==> src/rtl/acc_cpu_core.sv <==
`default_nettype none
// ============================================================================
//  Module   : acc_cpu_core
//  Purpose  : Multi-cycle accumulator CPU core. Fetches instructions over a
//             simple read/write memory handshake, decodes an opcode plus an
//             optional indirect bit, and runs a small ALU on AC and DR.
//  Ports    : clk        - single clock, all state changes on rising edge
//             clr        - synchronous active-low reset
//             memoryOut  - memory read data (valid with mem_ready on a read)
//             mem_ready  - memory completes the pending read/write this cycle
//             address    - memory address (AR)
//             memoryIn   - memory write data (AC)
//             read/write - memory requests, held until mem_ready
//             halted     - core stopped by HALT
//             cout       - carry / shift-out flag
//  Config   : define ACC_CPU_INDIRECT_EN to honour the indirect (I) bit;
//             otherwise all addressing is direct.
//  Revision : 1.0 - initial release
// ============================================================================
module acc_cpu_core #(
    parameter int DATA_W = 8,
    parameter int ADDR_W = 4
) (
    input  logic              clk,
    input  logic              clr,
    input  logic [DATA_W-1:0] memoryOut,
    input  logic              mem_ready,
    output logic [ADDR_W-1:0] address,
    output logic [DATA_W-1:0] memoryIn,
    output logic              read,
    output logic              write,
    output logic              halted,
    output logic              cout
);

    // FSM state encoding
    localparam logic [2:0] c_ST_FETCH0 = 3'd0;
    localparam logic [2:0] c_ST_FETCH1 = 3'd1;
    localparam logic [2:0] c_ST_DECODE = 3'd2;
    localparam logic [2:0] c_ST_INDIR  = 3'd3;
    localparam logic [2:0] c_ST_OPER   = 3'd4;
    localparam logic [2:0] c_ST_EXEC   = 3'd5;
    localparam logic [2:0] c_ST_STORE  = 3'd6;
    localparam logic [2:0] c_ST_HALT   = 3'd7;

    // Opcodes
    localparam logic [2:0] c_OP_ADD    = 3'd0;
    localparam logic [2:0] c_OP_ASHL   = 3'd1;
    localparam logic [2:0] c_OP_XNOR   = 3'd2;
    localparam logic [2:0] c_OP_DIV2   = 3'd3;
    localparam logic [2:0] c_OP_LOAD   = 3'd4;
    localparam logic [2:0] c_OP_STORE  = 3'd5;
    localparam logic [2:0] c_OP_COMP2S = 3'd6;
    localparam logic [2:0] c_OP_HALT   = 3'd7;

    localparam logic [ADDR_W-1:0] c_PC_INC = 1;

`ifdef ACC_CPU_INDIRECT_EN
    localparam logic c_IND_EN = 1'b1;
`else
    localparam logic c_IND_EN = 1'b0;
`endif

    logic [2:0]        r_state;
    logic [2:0]        w_nextState;
    logic [ADDR_W-1:0] r_pc;
    logic [ADDR_W-1:0] r_ar;
    logic [DATA_W-1:0] r_ir;
    logic [DATA_W-1:0] r_dr;
    logic [DATA_W-1:0] r_ac;
    logic              r_cout;

    logic [2:0]        w_opcode;
    logic [ADDR_W-1:0] w_irAddr;
    logic              w_goIndir;
    logic [DATA_W-1:0] w_aluRes;
    logic              w_aluCout;

    assign w_opcode  = r_ir[DATA_W-2:DATA_W-4];
    assign w_irAddr  = r_ir[ADDR_W-1:0];
    // With the feature compiled out the I bit is masked, so INDIR is unreachable.
    assign w_goIndir = c_IND_EN & r_ir[DATA_W-1];

    assign address  = r_ar;
    assign memoryIn = r_ac;
    assign cout     = r_cout;

    // ALU: result and carry for the current instruction, committed in EXEC.
    always_comb begin
        w_aluRes  = r_ac;
        w_aluCout = r_cout;
        case (w_opcode)
            c_OP_ADD:    {w_aluCout, w_aluRes} = {1'b0, r_ac} + {1'b0, r_dr};
            c_OP_ASHL: begin
                w_aluRes  = {r_dr[DATA_W-2:0], 1'b0};
                w_aluCout = r_dr[DATA_W-1];
            end
            c_OP_XNOR:   w_aluRes = ~(r_ac ^ r_dr);
            c_OP_DIV2: begin
                // Arithmetic shift: sign bit is replicated.
                w_aluRes  = {r_dr[DATA_W-1], r_dr[DATA_W-1:1]};
                w_aluCout = r_dr[0];
            end
            c_OP_LOAD:   w_aluRes = r_dr;
            c_OP_COMP2S: w_aluRes = '0 - r_dr;
            default: begin
                w_aluRes  = r_ac;
                w_aluCout = r_cout;
            end
        endcase
    end

    // State register
    always_ff @(posedge clk) begin
        if (!clr) begin
            r_state <= c_ST_FETCH0;
        end else begin
            r_state <= w_nextState;
        end
    end

    // Next-state and request outputs
    always_comb begin
        w_nextState = r_state;
        read        = 1'b0;
        write       = 1'b0;
        halted      = 1'b0;
        case (r_state)
            c_ST_FETCH0: w_nextState = c_ST_FETCH1;
            c_ST_FETCH1: begin
                read = 1'b1;
                if (mem_ready) w_nextState = c_ST_DECODE;
            end
            c_ST_DECODE: begin
                if (w_opcode == c_OP_HALT)       w_nextState = c_ST_HALT;
                else if (w_goIndir)              w_nextState = c_ST_INDIR;
                else if (w_opcode == c_OP_STORE) w_nextState = c_ST_STORE;
                else                             w_nextState = c_ST_OPER;
            end
            c_ST_INDIR: begin
                read = 1'b1;
                if (mem_ready) begin
                    w_nextState = (w_opcode == c_OP_STORE) ? c_ST_STORE : c_ST_OPER;
                end
            end
            c_ST_OPER: begin
                read = 1'b1;
                if (mem_ready) w_nextState = c_ST_EXEC;
            end
            c_ST_EXEC:   w_nextState = c_ST_FETCH0;
            c_ST_STORE: begin
                write = 1'b1;
                if (mem_ready) w_nextState = c_ST_FETCH0;
            end
            c_ST_HALT:   halted = 1'b1;
            default:     w_nextState = c_ST_FETCH0;
        endcase
    end

    // Datapath registers
    always_ff @(posedge clk) begin
        if (!clr) begin
            r_pc   <= '0;
            r_ar   <= '0;
            r_ir   <= '0;
            r_dr   <= '0;
            r_ac   <= '0;
            r_cout <= 1'b0;
        end else begin
            case (r_state)
                c_ST_FETCH0: r_ar <= r_pc;
                c_ST_FETCH1: begin
                    if (mem_ready) begin
                        r_ir <= memoryOut;
                        r_pc <= r_pc + c_PC_INC;
                    end
                end
                c_ST_DECODE: r_ar <= w_irAddr;
                c_ST_INDIR: begin
                    if (mem_ready) r_ar <= memoryOut[ADDR_W-1:0];
                end
                c_ST_OPER: begin
                    if (mem_ready) r_dr <= memoryOut;
                end
                c_ST_EXEC: begin
                    r_ac   <= w_aluRes;
                    r_cout <= w_aluCout;
                end
                default: begin
                    // STORE and HALT leave the registers untouched.
                end
            endcase
        end
    end

endmodule
`default_nettype wire

==> config.mk <==
export PLATFORM = sky130hd
export DESIGN_NAME = acc_cpu_core
export DESIGN_NICKNAME = d
export VERILOG_FILES = /design/src/rtl/acc_cpu_core.sv
export SDC_FILE = /design/constraint.sdc
export NUM_CORES = 1
export LEC_CHECK = 0
export BUFFER_PORTS_ARGS = -buffer_cell sky130_fd_sc_hd__buf_2
export CAP_MARGIN = 20
export CORE_MARGIN = 2
export CORE_UTILIZATION = 44
export CTS_CLUSTER_DIAMETER = 50
export CTS_CLUSTER_SIZE = 20
export DETAILED_ROUTE_END_ITERATION = 12
export MAX_ROUTING_LAYER = met4
export PLACE_DENSITY = 0.68
export SLEW_MARGIN = 20
export SYNTH_ARGS = -nofsm -noshare
export SYNTH_HDL_FRONTEND = slang
export SYNTH_SLANG_ARGS = --single-unit
==> constraint.sdc <==
create_clock -name clk -period 7.05 [get_ports clk]
set_clock_uncertainty 0.2 [all_clocks]
set_input_delay 1.0575 -clock clk [delete_from_list [all_inputs] [get_ports clk]]
set_output_delay 1.0575 -clock clk [all_outputs]
set_load 0.05 [all_outputs]
---- Yosys cells after proc, flatten, opt, wreduce, memory -nomap -nowiden ----
Index checks and enable logic that the tools add are counted.
operators by class
  bitwise logic cells ..................... 2
  equality and inequality tests ........... 18
  add/sub/neg operators ................... 3
  mux-type cells .......................... 14
  reductions and logical operators ........ 13
operators by type and width
  kind                   count
  $pmux W8 S6            1
  $eq A3 B3 Y1 const B   8
  $pmux W3 S7            1
  $eq A3 B2 Y1 const B   4
  $mux W3                4
  $pmux W4 S3            1
  $reduce_and A2 Y1      5
  $add A8 B8 Y9          1
  $ne A2 B2 Y1 const B   4
  $not A8 Y8             1
  $sub A1 B8 Y8 const A  1
  $xor A8 B8 Y8          1
  $reduce_bool A7 Y1     1
  $eq A3 B1 Y1 const B   2
  $logic_not A3 Y1       2
  $reduce_bool A3 Y1     2
  $reduce_bool A6 Y1     1
  $reduce_and A5 Y1      1
  $add A4 B1 Y4 const B  1
  $mux W2                2
  $mux W4                1
  $mux W1                3
  $pmux W1 S3            1
  $reduce_or A3 Y1       1
word-level totals
  output and inout bits ................... 16
  input port bits ......................... 11
  bits in registers ....................... 35
  logic and storage cells ................. 57

---- Depth between registers and ports, before layout ----
  depth after elaboration ................. 4
  gate-level depth with buffers ........... 8
  mapped depth without buffers ............ 7

---- Least setup slack after synthesis ----
Ideal clock, no wire load.
  kind .................................... register to output
  start ................................... register r_state[2]
  end ..................................... output port read
  buffers on the path ..................... 1
  slack ................................... 4162 ps
  data arrival time ....................... 1630 ps
  cell stages (with the launch flop) ...... 4
  required time ........................... 5793 ps
  cells stage by stage .................... dfxtp_1 > buf_2 > nand2b_1 > o21ai_0
on the way
  longest elaborated chain between the ends .. 3
  elaborated cells between the ends (all ways) .. 5
  those cells by class .................... eq/ne (3); mux (1); reduce/logical (1)
ends and longest elaborated chain
  element                               RTL line  source
  start, declared                       64        logic [2:0] r_state;
  start signal, assigned                116       r_state <= c_ST_FETCH0;
  start signal, assigned                118       r_state <= w_nextState;
  $eq A3 B3 Y1 (tied with other cells)  128       case (r_state)
  $reduce_or A3 Y1 (no line) *          --
  $mux W1 *                             128
  end, declared                         30        output logic read,
Every way passes the cells marked *; elsewhere a longest branch is shown, timed or not.

---- Final worst setup path ----
  start ................................... register r_state[0]
  end ..................................... register r_ac[6], in the netlist memoryIn[6]
on the way
  longest elaborated chain between the ends .. 2
ends and longest elaborated chain
  element                      RTL line  source
  $eq A3 B3 Y1                 170       case (r_state)
  $reduce_and A2 Y1 (no line)  --
  end signal, assigned         186       r_ac <= w_aluRes;
  end, declared                70        logic [DATA_W-1:0] r_ac;
No other way between the ends.
A chain may end at the register's enable or synchronous reset.

==> run_summary.xml <==
<?xml version="1.0" encoding="UTF-8"?>
<metrics>
  <group name="die">
    <metric name="die_w" unit="um">77.7</metric>
    <metric name="design.die.area" unit="sq um">6030</metric>
    <metric name="rows" unit="">26</metric>
    <metric name="io-pin-count" unit="">27</metric>
    <metric name="die_h" unit="um">77.7</metric>
    <metric name="design.core.area" unit="sq um">5170</metric>
    <metric name="floorplan.initialDensity" unit="%">46.2</metric>
  </group>
  <group name="drt">
    <metric name="drt_iter0_markers" unit="">160</metric>
    <metric name="ant_nets" unit="">0</metric>
    <metric name="dr_total_vias" unit="">2106</metric>
    <metric name="remaining_drc_errors" unit="">0</metric>
    <metric name="route.final.wire_length" unit="um">5490</metric>
    <metric name="avgViaCountPerCell" unit="">5.65</metric>
    <metric name="avg_wl_per_cell" unit="um">14.7</metric>
    <metric name="length_of_the_first_detailed_routing_pass_in_iterations" unit="">4</metric>
  </group>
  <group name="timing">
    <metric name="rsz_0062_raised_after_global_routing" unit="">false</metric>
    <metric name="layout_worst_path_cycle_share" unit="%">39.9</metric>
    <metric name="time_the_worst_path_needs_with_i_o_delays_and_setup" unit="ns">2.81</metric>
    <metric name="max-slew-margin-rel" unit="%">36.9</metric>
    <metric name="report.final.slew_viol_count" unit="">0</metric>
    <metric name="timing.hold.ws" unit="ns">0.286</metric>
    <metric name="finalSetupViolations" unit="">0</metric>
    <metric name="max_freq" unit="MHz">355</metric>
    <metric name="tightestPinTransition" unit="ns">0.946</metric>
    <metric name="final_hold_viol_count" unit="">0</metric>
    <metric name="fin_setup_tns" unit="ns">0</metric>
  </group>
  <group name="yosys">
    <metric name="synth_cell_types" unit="">54</metric>
    <metric name="synth_cells" unit="">286</metric>
    <metric name="synth_area_per_cell" unit="sq um">8.35</metric>
    <metric name="postSynthRegisterBits" unit="">35</metric>
    <metric name="synth_flop_cell" unit="">sky130_fd_sc_hd__dfxtp_1</metric>
    <metric name="syn_area" unit="sq um">2390</metric>
    <metric name="async_flop_share" unit="%">0</metric>
    <metric name="mappedNetlistNets" unit="">308</metric>
    <metric name="synth_edf_count" unit="">0</metric>
    <metric name="synth_warnings" unit="">0</metric>
    <metric name="synth_sequential_area_ratio" unit="%">29.3</metric>
  </group>
  <group name="run_status">
    <metric name="run_status" unit="">completed</metric>
  </group>
  <group name="final_layout">
    <metric name="area_growth" unit="%">11.4</metric>
    <metric name="stdcell_area" unit="sq um">2660</metric>
    <metric name="number_of_diodes_added_for_antenna_fixing" unit="">0</metric>
    <metric name="final_core_utilization" unit="%">51.5</metric>
    <metric name="nNetsFinal" unit="">324</metric>
    <metric name="layout-drive-gt1-share" unit="%">14.2</metric>
  </group>
  <group name="grt">
    <metric name="first_pass_grt_wire_length" unit="um">9490</metric>
    <metric name="overflow" unit="">0</metric>
    <metric name="global_route.usage.total" unit="%">20.2</metric>
    <metric name="grt_start_max_net_pins" unit="">37</metric>
    <metric name="via_count_of_the_first_global_routing_pass" unit="">1968</metric>
    <metric name="number_of_antenna_violations_at_the_first_check_in_global_routing" unit="">0</metric>
  </group>
  <group name="worst_setup_path">
    <metric name="cp.required" unit="ns">7.09</metric>
    <metric name="crit_arrival" unit="ns">2.85</metric>
    <metric name="crit_path_kind" unit="">reg2reg</metric>
    <metric name="kind_of_start_point_of_the_critical_path" unit="">register</metric>
    <metric name="critical_path.max_fanout" unit="">15</metric>
    <metric name="worstSetupEndpointType" unit="">register</metric>
  </group>
  <group name="clocking">
    <metric name="cts_tree" unit="">yes</metric>
    <metric name="clockRootBuffer" unit="">sky130_fd_sc_hd__clkbuf_8</metric>
    <metric name="num_cts_buffers" unit="">5</metric>
    <metric name="postCtsSetupRepairBufs" unit="">0</metric>
    <metric name="htree_levels" unit="">2</metric>
    <metric name="hold_bufs_at_cts" unit="">0</metric>
    <metric name="worstSkewPairLatency" unit="ns">0.29</metric>
    <metric name="cts.reportedPaths.clkPinSlew" unit="ns">0.08</metric>
    <metric name="cts-resized-gates" unit="">0</metric>
    <metric name="tritoncts_num_sinks" unit="">35</metric>
    <metric name="cts_max_path_buffers" unit="">2</metric>
  </group>
  <group name="placed_design">
    <metric name="place.gp.congestion" unit="">0.818</metric>
    <metric name="hpwlAfterDp" unit="um">3910</metric>
    <metric name="port_buffers" unit="">26</metric>
    <metric name="post_dp_cell_area" unit="sq um">2530</metric>
  </group>
  <group name="power">
    <metric name="cellPowerDensity" unit="nW/um^2">187</metric>
    <metric name="peakVddDrop" unit="mV">0.0876</metric>
    <metric name="post-layout-total-power" unit="uW">498</metric>
    <metric name="power.leakage" unit="nW">1.05</metric>
  </group>
  <group name="run">
    <metric name="drv_cap" unit="">0</metric>
  </group>
  <group name="min_path">
    <metric name="worstHoldPathType" unit="">reg2reg</metric>
  </group>
</metrics>
-- per-layer routing --
layer	vias up	share of wire [%]	GRT usage, %
li1	1065	-	-
met1	976	47	27.4
met2	58	45	29.8
met3	7	5.8	3.84
met4	0	1.6	7.68
met5	-	0	-
-- final timing paths --
check	depth (start not counted)	from	endpoint	slack (ns)
max	5	r_state[0]	memoryIn[6]	4.24
min	2	memoryIn[2]	memoryIn[2]	0.29
max reg2reg	5	r_state[0]	memoryIn[6]	4.24
min reg2reg	2	memoryIn[2]	memoryIn[2]	0.29
-- Yosys cell counts, types with 6 or more instances --
cell | instances | area (sq um)
sky130_fd_sc_hd__dfxtp_1 | 35 | 701
sky130_fd_sc_hd__nor2b_1 | 28 | 175
sky130_fd_sc_hd__mux2i_1 | 25 | 250
sky130_fd_sc_hd__o21ai_0 | 19 | 95.1
sky130_fd_sc_hd__a21oi_1 | 18 | 90.1
sky130_fd_sc_hd__nand2_1 | 16 | 60.1
sky130_fd_sc_hd__inv_1 | 11 | 41.3
sky130_fd_sc_hd__ha_1 | 10 | 125
sky130_fd_sc_hd__nor3_1 | 10 | 50.1
sky130_fd_sc_hd__nor2_1 | 8 | 30.0
sky130_fd_sc_hd__buf_2 | 7 | 35.0
sky130_fd_sc_hd__clkbuf_1 | 7 | 26.3
sky130_fd_sc_hd__nand2b_1 | 7 | 43.8
sky130_fd_sc_hd__a22oi_1 | 6 | 45.0
sky130_fd_sc_hd__o211ai_1 | 6 | 45.0
-- flip-flops by register name, summed over array words and instances, names as in the netlist --
| name | flops |
|---|---|
| memoryIn | 8 |
| r_dr | 8 |
| r_ir | 7 |
| address | 4 |
| r_pc | 4 |
| r_state | 3 |
| cout | 1 |
-- cells in the final DEF (no fill, tap or decap), types with 2 or more instances in the layout --
cell / n
sky130_fd_sc_hd__nand2_1: 16
sky130_fd_sc_hd__o21ai_0: 19
sky130_fd_sc_hd__nor2b_1: 28
sky130_fd_sc_hd__nor3_1: 10
sky130_fd_sc_hd__inv_1: 11
sky130_fd_sc_hd__nor2_2: 2
sky130_fd_sc_hd__nand4_1: 2
sky130_fd_sc_hd__o211ai_1: 6
sky130_fd_sc_hd__buf_2: 26
sky130_fd_sc_hd__xor2_1: 5
sky130_fd_sc_hd__and3_1: 4
sky130_fd_sc_hd__a21oi_1: 18
sky130_fd_sc_hd__xnor2_1: 5
sky130_fd_sc_hd__a31oi_1: 3
sky130_fd_sc_hd__nand3_1: 3
sky130_fd_sc_hd__o21bai_1: 3
sky130_fd_sc_hd__a22oi_1: 6
sky130_fd_sc_hd__o21a_1: 4
sky130_fd_sc_hd__a2bb2oi_1: 2
sky130_fd_sc_hd__bufinv_16: 2
sky130_fd_sc_hd__mux2_2: 2
sky130_fd_sc_hd__mux2i_1: 25
sky130_fd_sc_hd__a211oi_1: 3
sky130_fd_sc_hd__and2_1: 4
sky130_fd_sc_hd__nor2_1: 7
sky130_fd_sc_hd__a21o_1: 3
sky130_fd_sc_hd__dfxtp_1: 35
sky130_fd_sc_hd__nand2b_1: 7
sky130_fd_sc_hd__o22ai_1: 2
sky130_fd_sc_hd__o221ai_1: 2
sky130_fd_sc_hd__ha_1: 10
sky130_fd_sc_hd__clkbuf_8: 5
sky130_fd_sc_hd__a21boi_0: 2
-- cell type report --
cell class,instances,area [sq um]
well taps,70,87.6
clock inverters,2,60.1
inverters,11,41.3
flip-flops and latches,35,701
clock buffers,6,72.6
fillers,501,2510
multi-input cells,223,1570
repair buffers,26,130
-- worst max-delay path, stage by stage (launching register included) --
cell	delay, ns
sky130_fd_sc_hd__dfxtp_1	0.67
sky130_fd_sc_hd__nand3b_1	0.18
sky130_fd_sc_hd__a21oi_1	0.76
sky130_fd_sc_hd__o21ai_1	0.18
sky130_fd_sc_hd__or4b_2	0.66
sky130_fd_sc_hd__nand3_1	0.09
-- per-stage QoR --
step	instances	setup slack, ns
after floorplan	286	4.16
after global placement	365	4.12
after detailed placement	365	4.06
after CTS	373	4.19
after global routing	373	4.07
final	373	4.24
-- logic make-up (layout without fill, tap and decap cells) --
logic type	count (synthesis)	count (layout)	share of synthesized area (%)
and+or+nand+nor	93	93	22.1
AOI/OAI and AO/OA	82	82	22.3
DFF	35	35	29.3
buffers and inverters	28	45	5.08
muxes	27	27	11.4
adders and majority gates	11	11	6.08
xor gates and xnor gates	10	10	3.67
-- power breakdown --
part	internal [mW]	total, mW	switching (mW)
Sequential	0.203	0.216	0.0130
Clock	0.141	0.220	0.0787
Combinational	0.0261	0.0612	0.0351
Note: power is estimated with default switching activity, not from simulation.
